### src/rtl/alu_pkg.sv
// Shared definitions for the ALU issue path: unit selects, compare sub-ops
// and the issuer state encoding.
package alu_pkg;

  localparam logic [1:0] UNIT_ARITH = 2'b00;
  localparam logic [1:0] UNIT_LOGIC = 2'b01;
  localparam logic [1:0] UNIT_CMP   = 2'b10;
  localparam logic [1:0] UNIT_SHIFT = 2'b11;

  localparam logic [1:0] CMP_NOP = 2'b00;
  localparam logic [1:0] CMP_EQ  = 2'b01;
  localparam logic [1:0] CMP_GT  = 2'b10;
  localparam logic [1:0] CMP_LT  = 2'b11;

  typedef enum logic [1:0] {
    ST_IDLE,
    ST_ISSUE,
    ST_CAPTURE,
    ST_HOLD
  } state_t;

endpackage

### src/rtl/alu_op_issuer_if.sv
// Command and result valid/ready channels of the ALU op issuer.
// master = upstream/downstream side, slave = the issuer itself.
interface alu_op_issuer_if #(
  parameter int WIDTH = 16,
  parameter int FUN_W = 4
) ();

  logic             CMD_VALID;
  logic             CMD_READY;
  logic [WIDTH-1:0] CMD_A;
  logic [WIDTH-1:0] CMD_B;
  logic [FUN_W-1:0] CMD_FUN;

  logic             RES_VALID;
  logic             RES_READY;
  logic [WIDTH-1:0] RES_DATA;
  logic [1:0]       RES_UNIT;
  logic             RES_ERR;

  modport master (
    output CMD_VALID, CMD_A, CMD_B, CMD_FUN, RES_READY,
    input  CMD_READY, RES_VALID, RES_DATA, RES_UNIT, RES_ERR
  );

  modport slave (
    input  CMD_VALID, CMD_A, CMD_B, CMD_FUN, RES_READY,
    output CMD_READY, RES_VALID, RES_DATA, RES_UNIT, RES_ERR
  );

endinterface

### src/rtl/alu_unit_decoder.sv
// Turns a unit select plus an issue strobe into one-hot unit enables
// (all zero when the strobe is low).
module alu_unit_decoder
  import alu_pkg::*;
(
  input  logic [1:0] unit_sel,
  input  logic       strobe,
  output logic       arith_en,
  output logic       logic_en,
  output logic       cmp_en,
  output logic       shift_en
);

  always_comb begin
    arith_en = 1'b0;
    logic_en = 1'b0;
    cmp_en   = 1'b0;
    shift_en = 1'b0;
    if (strobe) begin
      case (unit_sel)
        UNIT_ARITH: arith_en = 1'b1;
        UNIT_LOGIC: logic_en = 1'b1;
        UNIT_CMP:   cmp_en   = 1'b1;
        UNIT_SHIFT: shift_en = 1'b1;
      endcase
    end
  end

endmodule

### src/rtl/alu_op_issuer.sv
// Initiator for the four ALU execution units: latches a command, pulses one
// unit enable, captures that unit's registered result and hands it downstream.
module alu_op_issuer
  import alu_pkg::*;
#(
  parameter int WIDTH = 16,
  parameter int FUN_W = 4
) (
  input  logic             CLK,
  input  logic             RST,
  alu_op_issuer_if.slave   bus,
  output logic [WIDTH-1:0] ALU_A,
  output logic [WIDTH-1:0] ALU_B,
  output logic [FUN_W-1:0] ALU_FUN,
  output logic             ARITH_EN,
  output logic             LOGIC_EN,
  output logic             CMP_EN,
  output logic             SHIFT_EN,
  input  logic [WIDTH-1:0] ARITH_OUT,
  input  logic [WIDTH-1:0] LOGIC_OUT,
  input  logic [WIDTH-1:0] CMP_OUT,
  input  logic [WIDTH-1:0] SHIFT_OUT,
  input  logic             ARITH_FLAG,
  input  logic             LOGIC_FLAG,
  input  logic             CMP_FLAG,
  input  logic             SHIFT_FLAG,
  output logic             BUSY
);

  state_t           state;
  logic             accept;
  logic             dec_arith, dec_logic, dec_cmp, dec_shift;
  logic [WIDTH-1:0] sel_out;
  logic [3:0]       flag_vec;
  logic [3:0]       sel_onehot;
  logic             flag_err;

  assign bus.CMD_READY = (state == ST_IDLE) || ((state == ST_HOLD) && bus.RES_READY);
  assign accept        = bus.CMD_VALID && bus.CMD_READY;

  // Enables are decoded from the incoming command so they can be registered
  // on the accept edge and be high exactly during ISSUE.
  alu_unit_decoder u_dec (
    .unit_sel (bus.CMD_FUN[3:2]),
    .strobe   (accept),
    .arith_en (dec_arith),
    .logic_en (dec_logic),
    .cmp_en   (dec_cmp),
    .shift_en (dec_shift)
  );

  // Error when the flag pattern is anything but "only the addressed unit".
  always_comb begin
    sel_out = ARITH_OUT;
    case (ALU_FUN[3:2])
      UNIT_ARITH: sel_out = ARITH_OUT;
      UNIT_LOGIC: sel_out = LOGIC_OUT;
      UNIT_CMP:   sel_out = CMP_OUT;
      UNIT_SHIFT: sel_out = SHIFT_OUT;
    endcase
    flag_vec   = {SHIFT_FLAG, CMP_FLAG, LOGIC_FLAG, ARITH_FLAG};
    sel_onehot = 4'b0001 << ALU_FUN[3:2];
    flag_err   = (flag_vec != sel_onehot);
  end

  always_ff @(posedge CLK or negedge RST) begin
    if (!RST) begin
      state         <= ST_IDLE;
      ALU_A         <= '0;
      ALU_B         <= '0;
      ALU_FUN       <= '0;
      ARITH_EN      <= 1'b0;
      LOGIC_EN      <= 1'b0;
      CMP_EN        <= 1'b0;
      SHIFT_EN      <= 1'b0;
      bus.RES_VALID <= 1'b0;
      bus.RES_DATA  <= '0;
      bus.RES_UNIT  <= '0;
      bus.RES_ERR   <= 1'b0;
      BUSY          <= 1'b0;
    end else begin
      {SHIFT_EN, CMP_EN, LOGIC_EN, ARITH_EN} <= {dec_shift, dec_cmp, dec_logic, dec_arith};
      // accept can only be true in IDLE or HOLD, so the operand load is shared.
      if (accept) begin
        ALU_A   <= bus.CMD_A;
        ALU_B   <= bus.CMD_B;
        ALU_FUN <= bus.CMD_FUN;
      end
      case (state)
        ST_IDLE: begin
          if (accept) begin
            state <= ST_ISSUE;
            BUSY  <= 1'b1;
          end
        end
        ST_ISSUE: state <= ST_CAPTURE;
        ST_CAPTURE: begin
          bus.RES_DATA  <= sel_out;
          bus.RES_UNIT  <= ALU_FUN[3:2];
          bus.RES_ERR   <= flag_err;
          bus.RES_VALID <= 1'b1;
          state         <= ST_HOLD;
        end
        ST_HOLD: begin
          if (bus.RES_READY) begin
            bus.RES_VALID <= 1'b0;
            if (bus.CMD_VALID) begin
              state <= ST_ISSUE;
            end else begin
              state <= ST_IDLE;
              BUSY  <= 1'b0;
            end
          end
        end
        default: state <= ST_IDLE;
      endcase
    end
  end

endmodule
### src/flat_wrapper.sv
// flat-port wrapper written by rule: the top's interface ports become plain ports
module alu_op_issuer_flat import alu_pkg::*;
#(
  parameter int WIDTH = 16,
  parameter int FUN_W = 4
)
  (CLK, RST, ALU_A, ALU_B, ALU_FUN, ARITH_EN, LOGIC_EN, CMP_EN, SHIFT_EN, ARITH_OUT, LOGIC_OUT, CMP_OUT, SHIFT_OUT, ARITH_FLAG, LOGIC_FLAG, CMP_FLAG, SHIFT_FLAG, BUSY, bus_CMD_VALID, bus_CMD_A, bus_CMD_B, bus_CMD_FUN, bus_RES_READY, bus_CMD_READY, bus_RES_VALID, bus_RES_DATA, bus_RES_UNIT, bus_RES_ERR);
  alu_op_issuer_if #(.WIDTH(WIDTH), .FUN_W(FUN_W)) bus_i ();
  input  logic CLK;
  input  logic RST;
  output logic [WIDTH-1:0] ALU_A;
  output logic [WIDTH-1:0] ALU_B;
  output logic [FUN_W-1:0] ALU_FUN;
  output logic ARITH_EN;
  output logic LOGIC_EN;
  output logic CMP_EN;
  output logic SHIFT_EN;
  input  logic [WIDTH-1:0] ARITH_OUT;
  input  logic [WIDTH-1:0] LOGIC_OUT;
  input  logic [WIDTH-1:0] CMP_OUT;
  input  logic [WIDTH-1:0] SHIFT_OUT;
  input  logic ARITH_FLAG;
  input  logic LOGIC_FLAG;
  input  logic CMP_FLAG;
  input  logic SHIFT_FLAG;
  output logic BUSY;
  input wire logic [$bits(bus_i.CMD_VALID)-1:0] bus_CMD_VALID;
  input wire logic [$bits(bus_i.CMD_A)-1:0] bus_CMD_A;
  input wire logic [$bits(bus_i.CMD_B)-1:0] bus_CMD_B;
  input wire logic [$bits(bus_i.CMD_FUN)-1:0] bus_CMD_FUN;
  input wire logic [$bits(bus_i.RES_READY)-1:0] bus_RES_READY;
  output wire logic [$bits(bus_i.CMD_READY)-1:0] bus_CMD_READY;
  output wire logic [$bits(bus_i.RES_VALID)-1:0] bus_RES_VALID;
  output wire logic [$bits(bus_i.RES_DATA)-1:0] bus_RES_DATA;
  output wire logic [$bits(bus_i.RES_UNIT)-1:0] bus_RES_UNIT;
  output wire logic [$bits(bus_i.RES_ERR)-1:0] bus_RES_ERR;
  assign bus_i.CMD_VALID = bus_CMD_VALID;
  assign bus_i.CMD_A = bus_CMD_A;
  assign bus_i.CMD_B = bus_CMD_B;
  assign bus_i.CMD_FUN = bus_CMD_FUN;
  assign bus_i.RES_READY = bus_RES_READY;
  assign bus_CMD_READY = bus_i.CMD_READY;
  assign bus_RES_VALID = bus_i.RES_VALID;
  assign bus_RES_DATA = bus_i.RES_DATA;
  assign bus_RES_UNIT = bus_i.RES_UNIT;
  assign bus_RES_ERR = bus_i.RES_ERR;
  alu_op_issuer #(.WIDTH(WIDTH), .FUN_W(FUN_W)) u_core (.CLK(CLK), .RST(RST), .bus(bus_i), .ALU_A(ALU_A), .ALU_B(ALU_B), .ALU_FUN(ALU_FUN), .ARITH_EN(ARITH_EN), .LOGIC_EN(LOGIC_EN), .CMP_EN(CMP_EN), .SHIFT_EN(SHIFT_EN), .ARITH_OUT(ARITH_OUT), .LOGIC_OUT(LOGIC_OUT), .CMP_OUT(CMP_OUT), .SHIFT_OUT(SHIFT_OUT), .ARITH_FLAG(ARITH_FLAG), .LOGIC_FLAG(LOGIC_FLAG), .CMP_FLAG(CMP_FLAG), .SHIFT_FLAG(SHIFT_FLAG), .BUSY(BUSY));
endmodule
### config.mk
export PLATFORM = sky130hd
export DESIGN_NAME = alu_op_issuer_flat
export DESIGN_NICKNAME = d
export VERILOG_FILES = /design/src/rtl/alu_pkg.sv /design/src/rtl/alu_op_issuer_if.sv /design/src/rtl/alu_unit_decoder.sv /design/src/rtl/alu_op_issuer.sv /design/src/flat_wrapper.sv
export SDC_FILE = /design/constraint.sdc
export NUM_CORES = 1
export LEC_CHECK = 0
export ABC_AREA = 1
export CORE_ASPECT_RATIO = 0.9
export CORE_UTILIZATION = 38
export CTS_BUF_LIST = sky130_fd_sc_hd__clkbuf_4 sky130_fd_sc_hd__clkbuf_8 sky130_fd_sc_hd__clkbuf_16
export CTS_CLUSTER_SIZE = 24
export DETAILED_ROUTE_END_ITERATION = 7
export GPL_ROUTABILITY_DRIVEN = 0
export PLACE_DENSITY = 0.81
export SLEW_MARGIN = 0
export SYNTH_ARGS = -nofsm -noshare
export SYNTH_HDL_FRONTEND = slang
export SYNTH_HIERARCHICAL = 1
export SYNTH_SLANG_ARGS = --single-unit
### constraint.sdc
create_clock -name CLK -period 1.75 [get_ports CLK]
set_clock_uncertainty 0.15 [all_clocks]
set_input_delay 0.35 -clock CLK [delete_from_list [all_inputs] [get_ports CLK]]
set_output_delay 0.35 -clock CLK [all_outputs]
set_load 0.005 [all_outputs]
## Word level (Yosys, flattened, before mapping)

Index checks and enable logic that the tools add are counted.

| storage, ports and cells | value |
|---|---|
| memory bits (read-only) | 0 |
| bits in writable memories | 0 |
| input bits | 108 |
| memories | 0 |
| bits in registers | 63 |
| word-level logic and storage cells | 57 |
| output and inout bits | 62 |
| latch bits | 0 |

| operators by class | value |
|---|---|
| magnitude comparators | 0 |
| divide/modulo/power cells | 0 |
| reductions and logical operators | 11 |
| multipliers | 0 |
| shift-type cells | 1 |
| $add $sub $neg | 0 |
| equality and inequality tests | 13 |
| multiplexer cells | 19 |
| bitwise logic cells | 0 |

Operators with widths:

| cell | number |
|---|---|
| 16-bit one-hot mux with 4 select lines | 1 |
| 1-bit two-way mux | 13 |
| 2-bit equality test, second input constant | 6 |
| 2-bit one-hot mux with 4 select lines | 1 |
| 2-bit by 1-bit equality test with 1-bit output, second input constant | 3 |
| 2-bit logical NOT | 3 |
| 2-bit two-way mux | 2 |
| 2-bit != test, second input constant | 2 |
| 4-bit != test | 1 |
| 1-bit one-hot mux with 2 select lines | 2 |
| 2-bit AND reduction | 2 |
| 4-bit AND reduction | 1 |
| 2-bit nonzero test | 2 |
| 1-bit by 2-bit << shifter with 4-bit output, first input constant | 1 |
| 1-bit logical AND | 2 |
| 2-bit by 1-bit != test with 1-bit output, second input constant | 1 |
| 1-bit logical OR | 1 |

## Depth between registers and ports, before layout

| logic depth | value |
|---|---|
| word-level depth | 6 |
| gate-level depth with buffers | 10 |
| mapped depth without buffers | 8 |

## By module

The synthesis kept the hierarchy.

Modules (own cells, without submodules):

| module | times used | area an instance (sq um) | seq. area each (sq um) | cells each |
|---|---|---|---|---|
| alu_op_issuer | 1 | 2894.0 | 1576.5 | 375 |
| alu_unit_decoder | 1 | 30.0 | 0.0 | 8 |

## Worst setup path after synthesis

OpenSTA, ideal clock, no wires.

| timing | value |
|---|---|
| path kind | register -> register |
| start point | register u_core.state[1] |
| end point | register u_core.ALU_A[15] |
| arrival | 1285 ps |
| path buffers | 2 |
| setup slack | 199 ps |
| period minus slack after synthesis | 1551 ps |
| stages on the path, launching flop included | 10 |
| setup time | 116 ps |
| data required time | 1484 ps |
| path through | dfrtp_1 -> ha_1 -> nand2_1 -> nand2_2 -> nand2_2 -> inv_2 -> buf_4 -> buf_6 -> nand2_1 -> nand2_1 |

| on the way | value |
|---|---|
| longest elaborated chain between the ends | 4 |
| elaborated cells between the ends (all ways) | 5 |
| those cells by class | 1 x eq/ne; 4 x reduce/logical |

Ends and longest elaborated chain:

| element | line | text |
|---|---|---|
| start: declaration | alu_op_issuer.sv:30 | `state_t state;` |
| start signal: assignment | alu_op_issuer.sv:68 | `state <= ST_IDLE;` |
| start signal: assignment | alu_op_issuer.sv:92 | `state <= ST_ISSUE;` |
| start signal: assignment | alu_op_issuer.sv:96 | `ST_ISSUE: state <= ST_CAPTURE;` |
| 2-bit equality test | alu_op_issuer.sv:38 | `assign bus.CMD_READY = (state == ST_IDLE) \|\| ((state == ST_HOLD) && bus.RES_READY);` |
| 1-bit logical AND | alu_op_issuer.sv:38 |  |
| 1-bit logical OR * | alu_op_issuer.sv:38 |  |
| via bus_CMD_READY | flat_wrapper.sv:32 | `output wire logic [$bits(bus_i.CMD_READY)-1:0] bus_CMD_READY;` |
| 1-bit logical AND * | alu_op_issuer.sv:39 | `assign accept = bus.CMD_VALID && bus.CMD_READY;` |
| end signal: assignment | alu_op_issuer.sv:85 | `ALU_A <= bus.CMD_A;` |
| end: declaration | alu_op_issuer.sv:12 | `output logic [WIDTH-1:0] ALU_A,` |

The timed path passes the listed nets; every way through them passes the cells marked *.
A chain may end at the register's enable or synchronous reset.

## Worst setup path after layout

| timing | value |
|---|---|
| start point | register u_core.bus.RES_DATA[12] |
| end point | output bus_RES_DATA[12] |

RTL lines:

| element | line | text |
|---|---|---|
| start: declaration | alu_op_issuer_if.sv:27 | `output CMD_READY, RES_VALID, RES_DATA, RES_UNIT, RES_ERR` |
| start signal: assignment | alu_op_issuer.sv:98 | `bus.RES_DATA <= sel_out;` |
| end: declaration | flat_wrapper.sv:34 | `output wire logic [$bits(bus_i.RES_DATA)-1:0] bus_RES_DATA;` |

No word-level cell between the ends.

==> results.ini <==
[die]
die_height_um=85.2
die_area_um2=8050
rows=29
design.core.area_um2=7260
io_pins=170
floorplan.die.width_um=94.5
floorplan.initialDensity=0.403

[placement]
placement.cell_area_um2=4750
port_buffers=169
dpl.hpwl_mm=6.45
placed_cells=641

[setup_path]
crit_path_cell_trace=clkdlybuf4s50_1
critPathMaxFanout=2
cp.buffers_inverters=1
timing.critical_path.from_type=register
critical_path.slowest_cell=sky130_fd_sc_hd__clkdlybuf4s50_1
worst_setup_path_end_kind=output pin
top_cell_family_by_delay_on_the_critical_path=buffers and inverters
timing.critical_path.required_ps=1250
delay_contributed_by_the_slowest_stage_of_the_critical_path_ps=540
criticalPathCategory=reg -> out
timing.critical_path.arrival_ps=1230

[routing]
route.final.wire_length_mm=9.15
routed_wire_length_per_instance_um=13.6
drt_pre_antenna_iters=4
via_count=3149
starting_drt_drc_count=142
postRouteAntennaNets=0
route.detailed.vias_per_inst=4.70
route.detailed.drc=0

[global_routing]
antenna_found_initial=0
pin_count_of_the_biggest_net_entering_global_routing=64
grt_pass1_wl_mm=13.9
grt.overflow.total=0
grt_pass1_vias=2957
grt.total_usage=0.225

[clocking]
cts.htree.levels=3
clock_path_buffers=2
clkLatencyLatePin_ps=330
clock_tree_from_tritoncts=done
numCtsBuffers=9
tritoncts_num_sinks=63
path_clk_slew_ps=80
cts-root-buf=sky130_fd_sc_hd__clkbuf_8

[logic_synthesis]
postSynthAreaPerCell_um2=7.63
synth_edf_count=0
synth_area_leader_cell=sky130_fd_sc_hd__dfrtp_1
synth_most_common_cell=sky130_fd_sc_hd__nand2_1
ys_top_cells_by_count=sky130_fd_sc_hd__nand2_1, sky130_fd_sc_hd__dfrtp_1, sky130_fd_sc_hd__nand4_1
synth_cells=383
synth_area_leaders=sky130_fd_sc_hd__dfrtp_1, sky130_fd_sc_hd__nand2_1, sky130_fd_sc_hd__nand4_1, sky130_fd_sc_hd__o21ai_0, sky130_fd_sc_hd__inv_1
synth_cell_type_count=20
fraction_of_post_synthesis_cell_area_in_the_top_cell_type_by_area=0.539
synth_seq_area_share=0.539
cell_area_synth_um2=2920
async_flop_share=1.00
yosys_register_bits=63
synth_top_flop_cell=sky130_fd_sc_hd__dfrtp_1
syn_nets=494
yosys_warnings=6

[finish]
filler_cells_inserted=554
finalNonFillerCells=670
drive_gt1_frac=0.104
diodes=0
num-nets-final=683
syn2layout_area_growth_pct=74.8
post-route-cell-area_um2=5110

[run]
timing.max_cap.violations=0

[power_and_ir_drop]
clock_power_share=0.162
pwr-share-seq=0.311
switching_power_uw=2940
power.static_leakage_uw=0.00260
p_int_uw=5040
max-vdd-ir-drop_v=0.000806
total_power_uw=7980
p_comb_frac=0.526
power_per_unit_of_standard_cell_area_nw_per_um2=1560
sw_frac_of_total=0.368

[timing]
final-max-slew-violation-count=0
max-slew-margin-rel=0.763
setup_total_negative_slack_ps=0
hold-worst-slack_ps=327
tightest_slew_ps=355
period_minus_ws_final_ps=1730
period_share=0.990
finalHoldViolCount=0
setup_viol=0
fmax_ghz=0.577

[run_status]
status=complete, no violations

[hold_path]
min_path_type=reg -> reg

power by group through the flow:
stage / Sequential, uW / Combinational [uW] / Clock, uW
after floorplan: 2570 / 1760 / 0
after global placement: 2490 / 3890 / 0
after detailed placement: 2510 / 3990 / 0
after CTS: 2490 / 4100 / 1320
after global routing: 2570 / 4640 / 1400
final: 2490 / 4200 / 1290
per-layer routing:
metal / routed length, um / up-vias / global-route usage
li1: - / 1557 / -
met1: 3580 / 1449 / 0.259
met2: 4520 / 122 / 0.393
met3: 826 / 21 / 0.0618
met4: 225 / 0 / 0.0937
met5: 0 / - / 0
stage by stage:
stage          setup WS (ps)   util
2_1_floorplan            199      -
3_3_place_gp            -263  0.655
3_5_place_dp            -265  0.655
4_1_cts                -47.0  0.689
5_1_grt                -19.6  0.704
6_report                18.1  0.704
sequential cells by signal, indices dropped and copies added (netlist names):
| name | cells |
|---|---|
| u_core/ALU_A | 16 |
| u_core/BUSY | 1 |
| u_core/bus.RES_VALID | 1 |
| u_core/ARITH_EN | 1 |
| u_core/CMP_EN | 1 |
| u_core/LOGIC_EN | 1 |
| u_core/ALU_B | 16 |
| u_core/bus.RES_ERR | 1 |
| u_core/SHIFT_EN | 1 |
| u_core/state | 2 |
| u_core/ALU_FUN | 4 |
| u_core/bus.RES_UNIT | 2 |
| u_core/bus.RES_DATA | 16 |
worst paths after layout:
kind	startpoint	endpoint	slack, ps	cells past startpoint
hold reg to reg	u_core/ALU_A[5]$_DFFE_PN0P_	u_core/ALU_A[5]$_DFFE_PN0P_	330	2
setup reg to reg	u_core/state[1]$_DFFE_PN0P_	u_core/state[0]$_DFFE_PN0P_	120	8
min in group asynchronous	RST	u_core/ALU_A[8]$_DFFE_PN0P_	410	3
hold / removal	u_core/ALU_A[5]$_DFFE_PN0P_	u_core/ALU_A[5]$_DFFE_PN0P_	330	2
setup / recovery	u_core/bus.RES_DATA[12]$_DFFE_PN0P_	bus_RES_DATA[12]	20	1
max in group asynchronous	RST	u_core/ALU_FUN[2]$_DFFE_PN0P_	750	3
what timing repair did:
item	CTS	global route
hold buffers	1	0
setup endpoints to repair	2	20
setup buffers	2	10
resized for setup	9	17
pin swaps	1	1
endpoints found under the hold margin	63	0
layout make-up:
class | count | area, um^2 | area share
repair buffers | 193 | 1940 | 0.379
flip-flops and latches | 63 | 1580 | 0.309
multi-input cells | 288 | 1210 | 0.236
clock buffers | 10 | 138 | 0.0269
well taps | 93 | 116 | 0.0228
clock inverters | 6 | 68.8 | 0.0135
inverters | 17 | 63.8 | 0.0125
cell usage in the layout (no fill, tap or decap), drive strengths merged:
master,netlist,final
nor2,11,11
dlygate4sd3,0,1
clkdlybuf4s50,0,154
ha,3,3
or2,2,2
inv,17,18
dlymetal6s2s,0,13
nand3,6,6
nand4,14,14
buf,12,25
o21ai,11,11
bufinv,0,1
dfrtp,63,63
nand2,237,237
a21oi,4,4
clkinvlp,0,4
clkbuf,3,10
cell families after synthesis:
kind of cell | Yosys count | share of synthesized area
AND/OR/NAND/NOR | 270 | 0.369
flip-flops | 63 | 0.539
buffers and inverters | 32 | 0.0535
AO/OA/AOI/OAI | 15 | 0.0257
adder cells (fa/ha/maj) | 3 | 0.0128
Note: power is estimated with default switching activity, not from simulation.
